--- src/rtl/piezo_tone_decoder_if.sv ---
// rtl/piezo_tone_decoder_if.sv - tone input and decoded-note outputs of piezo_tone_decoder
// The decoder connects through the slave modport; the tone source and consumer use the master modport.
interface piezo_tone_decoder_if #(
  parameter int PW = 12
);
  logic          tone_in;
  logic [2:0]    note_out;
  logic          note_valid;
  logic [PW-1:0] period_out;
  logic          meas_strobe;
  logic          note_change;
  logic [7:0]    change_cnt;

  modport master (
    output tone_in,
    input  note_out,
    input  note_valid,
    input  period_out,
    input  meas_strobe,
    input  note_change,
    input  change_cnt
  );

  modport slave (
    input  tone_in,
    output note_out,
    output note_valid,
    output period_out,
    output meas_strobe,
    output note_change,
    output change_cnt
  );
endinterface

--- src/rtl/piezo_tone_decoder.sv ---
// rtl/piezo_tone_decoder.sv - measures tone_in full periods in time-base ticks and decodes scale notes C..B
// Defining PIEZO_DEC_HIST_EN adds the note_change pulse and change_cnt history counter.
module piezo_tone_decoder #(
  parameter int CLK_DIV = 50,
  parameter int PW      = 12,
  parameter int TOL     = 16,
  parameter int TIMEOUT = 4095,
  parameter int STABLE  = 2
) (
  input  logic                clk,
  input  logic                rst,
  piezo_tone_decoder_if.slave dec
);
  localparam int DW = (CLK_DIV > 1) ? $clog2(CLK_DIV) : 1;
  localparam int SW = $clog2(STABLE + 1);
  localparam logic signed [PW:0] TOL_S = (PW+1)'(TOL);

  typedef enum logic [1:0] {
    SILENT  = 2'd0,
    ARMED   = 2'd1,
    MEASURE = 2'd2
  } state_t;

  state_t        state, state_nxt;
  logic [DW-1:0] div_cnt;
  logic          tick;
  logic          s1, s2, s3, rise;
  logic [PW-1:0] count;
  logic          at_timeout;
  logic          capture, go_silent;
  logic [PW-1:0] period_out;
  logic          meas_strobe;
  logic [2:0]    code;
  logic signed [PW:0] diff;
  logic [2:0]    last_code, note_out, note_nxt;
  logic          note_valid, valid_nxt;
  logic [SW-1:0] streak, streak_inc;

  always_ff @(posedge clk or posedge rst) begin
    if (rst)       div_cnt <= '0;
    else if (tick) div_cnt <= '0;
    else           div_cnt <= div_cnt + DW'(1);
  end
  assign tick = (div_cnt == DW'(CLK_DIV - 1));

  always_ff @(posedge clk or posedge rst) begin
    if (rst) {s3, s2, s1} <= 3'b000;
    else     {s3, s2, s1} <= {s2, s1, dec.tone_in};
  end
  assign rise = s2 & ~s3;

  assign at_timeout = (count == PW'(TIMEOUT));

  always_ff @(posedge clk or posedge rst) begin
    if (rst) state <= SILENT;
    else     state <= state_nxt;
  end

  // Timeout is checked before rise so a count at TIMEOUT is never captured.
  always_comb begin
    state_nxt = state;
    capture   = 1'b0;
    go_silent = 1'b0;
    case (state)
      SILENT: begin
        if (rise) state_nxt = ARMED;
      end
      ARMED, MEASURE: begin
        if (at_timeout) begin
          state_nxt = SILENT;
          go_silent = 1'b1;
        end else if (rise) begin
          state_nxt = MEASURE;
          capture   = 1'b1;
        end
      end
      default: state_nxt = SILENT;
    endcase
  end

  // A rise in the same cycle as a tick clears the count and the tick is lost.
  always_ff @(posedge clk or posedge rst) begin
    if (rst)                                count <= '0;
    else if (state_nxt == SILENT || rise)   count <= '0;
    else if (tick && !at_timeout)           count <= count + PW'(1);
  end

  always_ff @(posedge clk or posedge rst) begin
    if (rst) begin
      period_out  <= '0;
      meas_strobe <= 1'b0;
    end else begin
      meas_strobe <= capture;
      if (go_silent)    period_out <= '0;
      else if (capture) period_out <= count;
    end
  end

  function automatic logic [PW-1:0] exp_period(input logic [2:0] k);
    case (k)
      3'd1:    exp_period = PW'(1914);
      3'd2:    exp_period = PW'(1704);
      3'd3:    exp_period = PW'(1518);
      3'd4:    exp_period = PW'(1434);
      3'd5:    exp_period = PW'(1278);
      3'd6:    exp_period = PW'(1138);
      3'd7:    exp_period = PW'(1014);
      default: exp_period = '0;
    endcase
  endfunction

  always_comb begin
    code = 3'd0;
    diff = '0;
    for (int k = 1; k <= 7; k++) begin
      diff = $signed({1'b0, period_out}) - $signed({1'b0, exp_period(3'(k))});
      if ((diff <= TOL_S) && (diff >= -TOL_S)) code = 3'(k);
    end
  end

  always_comb begin
    note_nxt   = note_out;
    valid_nxt  = note_valid;
    streak_inc = SW'(1);
    if (code == last_code)
      streak_inc = (streak == SW'(STABLE)) ? streak : streak + SW'(1);
    if (go_silent) begin
      note_nxt  = 3'd0;
      valid_nxt = 1'b0;
    end else if (meas_strobe && (streak_inc == SW'(STABLE))) begin
      note_nxt  = code;
      valid_nxt = (code != 3'd0);
    end
  end

  always_ff @(posedge clk or posedge rst) begin
    if (rst) begin
      last_code  <= 3'd0;
      streak     <= '0;
      note_out   <= 3'd0;
      note_valid <= 1'b0;
    end else begin
      if (go_silent) begin
        last_code <= 3'd0;
        streak    <= '0;
      end else if (meas_strobe) begin
        last_code <= code;
        streak    <= streak_inc;
      end
      note_out   <= note_nxt;
      note_valid <= valid_nxt;
    end
  end

`ifdef PIEZO_DEC_HIST_EN
  logic       note_change;
  logic [7:0] change_cnt;

  always_ff @(posedge clk or posedge rst) begin
    if (rst) begin
      note_change <= 1'b0;
      change_cnt  <= 8'd0;
    end else begin
      note_change <= (note_nxt != note_out);
      if (note_nxt != note_out) change_cnt <= change_cnt + 8'd1;
    end
  end

  assign dec.note_change = note_change;
  assign dec.change_cnt  = change_cnt;
`else
  assign dec.note_change = 1'b0;
  assign dec.change_cnt  = 8'd0;
`endif

  assign dec.note_out    = note_out;
  assign dec.note_valid  = note_valid;
  assign dec.period_out  = period_out;
  assign dec.meas_strobe = meas_strobe;
endmodule

--- src/flat_wrapper.sv ---
// flat-port wrapper written by rule: the top's interface ports become plain ports
module piezo_tone_decoder_flat 
#(
  parameter int CLK_DIV = 50,
  parameter int PW      = 12,
  parameter int TOL     = 16,
  parameter int TIMEOUT = 4095,
  parameter int STABLE  = 2
)
  (clk, rst, dec_tone_in, dec_note_out, dec_note_valid, dec_period_out, dec_meas_strobe, dec_note_change, dec_change_cnt);
  piezo_tone_decoder_if #(.PW(PW)) dec_i ();
  input  logic clk;
  input  logic rst;
  input wire logic [$bits(dec_i.tone_in)-1:0] dec_tone_in;
  output wire logic [$bits(dec_i.note_out)-1:0] dec_note_out;
  output wire logic [$bits(dec_i.note_valid)-1:0] dec_note_valid;
  output wire logic [$bits(dec_i.period_out)-1:0] dec_period_out;
  output wire logic [$bits(dec_i.meas_strobe)-1:0] dec_meas_strobe;
  output wire logic [$bits(dec_i.note_change)-1:0] dec_note_change;
  output wire logic [$bits(dec_i.change_cnt)-1:0] dec_change_cnt;
  assign dec_i.tone_in = dec_tone_in;
  assign dec_note_out = dec_i.note_out;
  assign dec_note_valid = dec_i.note_valid;
  assign dec_period_out = dec_i.period_out;
  assign dec_meas_strobe = dec_i.meas_strobe;
  assign dec_note_change = dec_i.note_change;
  assign dec_change_cnt = dec_i.change_cnt;
  piezo_tone_decoder #(.CLK_DIV(CLK_DIV), .PW(PW), .TOL(TOL), .TIMEOUT(TIMEOUT), .STABLE(STABLE)) u_core (.clk(clk), .rst(rst), .dec(dec_i));
endmodule
--- config.mk ---
export PLATFORM = sky130hd
export DESIGN_NAME = piezo_tone_decoder_flat
export DESIGN_NICKNAME = d
export VERILOG_FILES = /design/src/rtl/piezo_tone_decoder_if.sv /design/src/rtl/piezo_tone_decoder.sv /design/src/flat_wrapper.sv
export SDC_FILE = /design/constraint.sdc
export NUM_CORES = 1
export LEC_CHECK = 0
export BUFFER_PORTS_ARGS = -buffer_cell sky130_fd_sc_hd__buf_2
export CORE_MARGIN = 3
export CORE_UTILIZATION = 56
export CTS_BUF_LIST = sky130_fd_sc_hd__clkbuf_16
export DETAILED_ROUTE_END_ITERATION = 7
export PLACE_DENSITY = 0.74
export SETUP_SLACK_MARGIN = 0.3
export SLEW_MARGIN = 20
export SYNTH_ARGS = -nofsm -noshare
export SYNTH_HDL_FRONTEND = slang
export SYNTH_SLANG_ARGS = --single-unit
--- constraint.sdc ---
create_clock -name clk -period 2.9 [get_ports clk]
set_input_delay 0.58 -clock clk [delete_from_list [all_inputs] [get_ports clk]]
set_output_delay 0.58 -clock clk [all_outputs]
set_load 0.005 [all_outputs]
==> flow_summary.toml <==
[setup_path]
cp_data_required_time_ns = 3.10
ff2ff_path_depth = 14
reg2reg_to = "u_core.dec.note_out[0]"
rrSetupSlack_ns = -0.07
crit_path_max_fanout = 7
r2r-start = "u_core.dec.period_out[1]"
end_kind = "flop"
start_kind = "flop"
arrival_ns = 3.17
critical_path_class = "flop to flop"

[clock_tree]
h-tree-depth = 2
numCtsBuffers = 5
cts.sinks = 45
clk_path_buf_depth = 2
clk_pin_slew_ns = 0.07
cts_root_buffer = "clkbuf_16"
cts_tree = "built"
clk_latency_ns = 0.29
postCtsHoldBufs = 0

[status]
status = "finished, violations left"
failed_checks = "negative setup slack"

[yosys]
syn_inst = 479
syn_avg_cell_area_sq_um = 8.50
synth-async-reset-ratio = 1.00
syn-cell-area_sq_mm = 0.00407
synth_warnings = 0
synth_top_area_frac = 0.277
synth_ff_type = "dfrtp_1"
yosysTopAreaCell = "dfrtp_1"
synthTopCellsByArea = "dfrtp_1, ha_1, xnor2_1, nor2_1, nand2_1"
synth_edf_count = 0
yosys_register_bits = 45
synth.distinct_cells = 86
seq_area_frac_synth = 0.277

[sta]
fmax_ghz = 0.337
relSlewSlack = 0.465
setup_viol = 3
timing.final.crit_period_ns = 2.97
drv_slew = 0
final_hold_viol_count = 0
post-route-period-util = 1.02
timing.final.ws_setup_ns = -0.0682
rsz0062_at_grt = "true"
skew_ns = 0.00758
worst-slew-pin-transition_ns = 0.803
fin_tns_setup_ns = -0.174

[floorplanning]
die_h_microns = 91.3
ios = 29
rows = 30
start_util = 0.589
fp.dieW_microns = 91.3
die_area_sq_mm = 0.00833
core_area_sq_mm = 0.00691

[pwr]
totalPowerFinal_w = 0.00166
leakage_nw = 2.17
irDropWorstVdd_mv = 0.334
power_density_mw_per_mm2 = 317

[global_route]
grt_pass1_vias = 4174
grt_overflow = 0
antenna_found_initial = 0
grt_start_max_net_pins = 34
grt_usage = 0.299
grt_pass1_wl_microns = 20400

[min_path]
hold_depth = 0
worst_hold_path.endpoint = "u_core.s2"
hold_start = "u_core.s1"
min_path_type = "flop to flop"

[finish]
layout-drive-gt1-share = 0.324
post-route-util = 0.758
area_growth_pct = 28.5
nFillCells = 478
regArea_sq_mm = 0.00114
multiInputGateArea_sq_mm = 0.00297
diodes = 0
fin_nets = 570
layout.cells.non_filler = 649
finalInstanceArea_sq_mm = 0.00523

[placed_design]
post-dp-hpwl_microns = 8600
gp_congestion = 0.964
portBuffers = 19
dpl_cell_area_sq_mm = 0.00456
dp.cells = 619

[routing]
drt-initial-drc-count = 480
first_pass_iters = 5
viasPerCell = 6.41
routedWlPerCell_microns = 19.3
drt_drc_violations_left = 0
ant_nets = 0
num_vias = 4159
wirelength_microns = 12500

[job]
timing.max_cap.violations = 0
## cell usage in the layout, fill, tap and decap left out, types with 5 or more instances in the layout
cell / instances
buf_6: 9
clkbuf_16: 5
nand3_1: 16
dfrtp_2: 9
and3_1: 6
nor2b_1: 9
nand2_1: 40
nor2_1: 44
dfrtp_1: 36
buf_4: 69
o211ai_1: 7
a211oi_1: 6
xnor2_1: 17
a21oi_1: 18
conb_1: 9
inv_1: 11
o31ai_1: 11
nand4_1: 15
buf_2: 19
nor3_1: 9
xor2_1: 12
mux2i_1: 5
nand3b_1: 8
ha_1: 10
o21ai_0: 16
## cell usage after synthesis (all sizes together), types with 14 or more instances
cell,instances
a21oi,19
nand3,17
buf,31
dfrtp,45
o21ai,20
ha,15
xnor2,22
inv,17
nand4,15
xor2,14
nor2,45
nand2,40
## cell type report
| class | count | share of cell area |
|---|---|---|
| multi-input combinational | 383 | 0.567 |
| inverter | 17 | 0.0136 |
| clock buffer | 5 | 0.0239 |
| clock inverter | 3 | 0.00909 |
| tap | 96 | 0.0230 |
| sequential | 45 | 0.217 |
| timing repair buffer | 100 | 0.146 |
## power breakdown
part           switching (W)  total (W)  internal (W)
logic               0.000186   0.000297      0.000111
registers          0.0000355   0.000702      0.000666
clock network       0.000248   0.000660      0.000413
total               0.000470    0.00166       0.00119
## worst max-delay path, cell delays in order, from the launching register on
cell and delay, ns:
dfrtp_2 0.42, inv_4 0.06, ha_4 0.19, buf_6 0.11, nand2b_4 0.15, a211oi_4 0.29, xnor2_1 0.12, a22o_1 0.22
a32oi_2 0.21, buf_4 0.17, buf_6 0.10, o311ai_4 0.14, xnor2_2 0.32, nand4_1 0.18, a31oi_1 0.20
## routing by layer
| layer | GRT usage | wire length [microns] |
|---|---|---|
| met3 | 0.0505 | 977 |
| met2 | 0.505 | 6210 |
| met4 | 0.113 | 337 |
| met5 | 0 | 0 |
| met1 | 0.382 | 4990 |
## through the flow
stage	hold slack [ns]	worst slack, ns
2_1_floorplan	0.331	0.0463
3_3_place_gp	0.334	0.0461
3_5_place_dp	0.350	-0.0908
4_1_cts	0.365	0.0414
5_1_grt	0.374	-0.180
6_report	0.361	-0.0682
## sequential cells by signal, indices dropped and copies added (netlist names), 2 cells and up
| name | cells |
|---|---|
| u_core.div_cnt | 6 |
| u_core.state | 2 |
| u_core.last_code | 3 |
| u_core.streak | 2 |
| u_core.count | 12 |
| u_core.dec.period_out | 12 |
| u_core.dec.note_out | 3 |
## cells by family (layout without fill, tap and decap cells)
| group | after synthesis | count (layout) | share of synthesized area |
|---|---|---|---|
| compound gates | 125 | 125 | 0.235 |
| xor+xnor | 36 | 36 | 0.0793 |
| fa+ha+maj | 15 | 15 | 0.0461 |
| buf+inv | 59 | 125 | 0.0821 |
| flops | 45 | 45 | 0.277 |
| mux | 7 | 7 | 0.0184 |
| other cells | 1 | 9 | 0.000921 |
| simple gates | 191 | 191 | 0.262 |
## worst max-delay path by stage
stage,start,endpoint,slack (ns),cells past startpoint
6_report,u_core.dec.period_out[1],u_core.dec.note_out[0],-0.07,14
5_1_grt,u_core.dec.period_out[1],u_core.streak[1],-0.18,14
4_1_cts,u_core.dec.period_out[1],u_core.dec.note_valid,0.04,10
3_5_place_dp,u_core.dec.period_out[3],u_core.dec.note_out[1],-0.09,11
3_3_place_gp,u_core.dec.period_out[3],u_core.dec.note_valid,0.05,11
2_1_floorplan,u_core.dec.period_out[3],u_core.dec.note_valid,0.05,12
## timing repair
item                                    in CTS  in global routing
setup buffers                               15                  6
resized for setup                           48                 16
pin swaps                                   26                  7
endpoints found under the setup margin       9                 15
cloned                                       1                  0
Power figures use the tool's default switching activity.
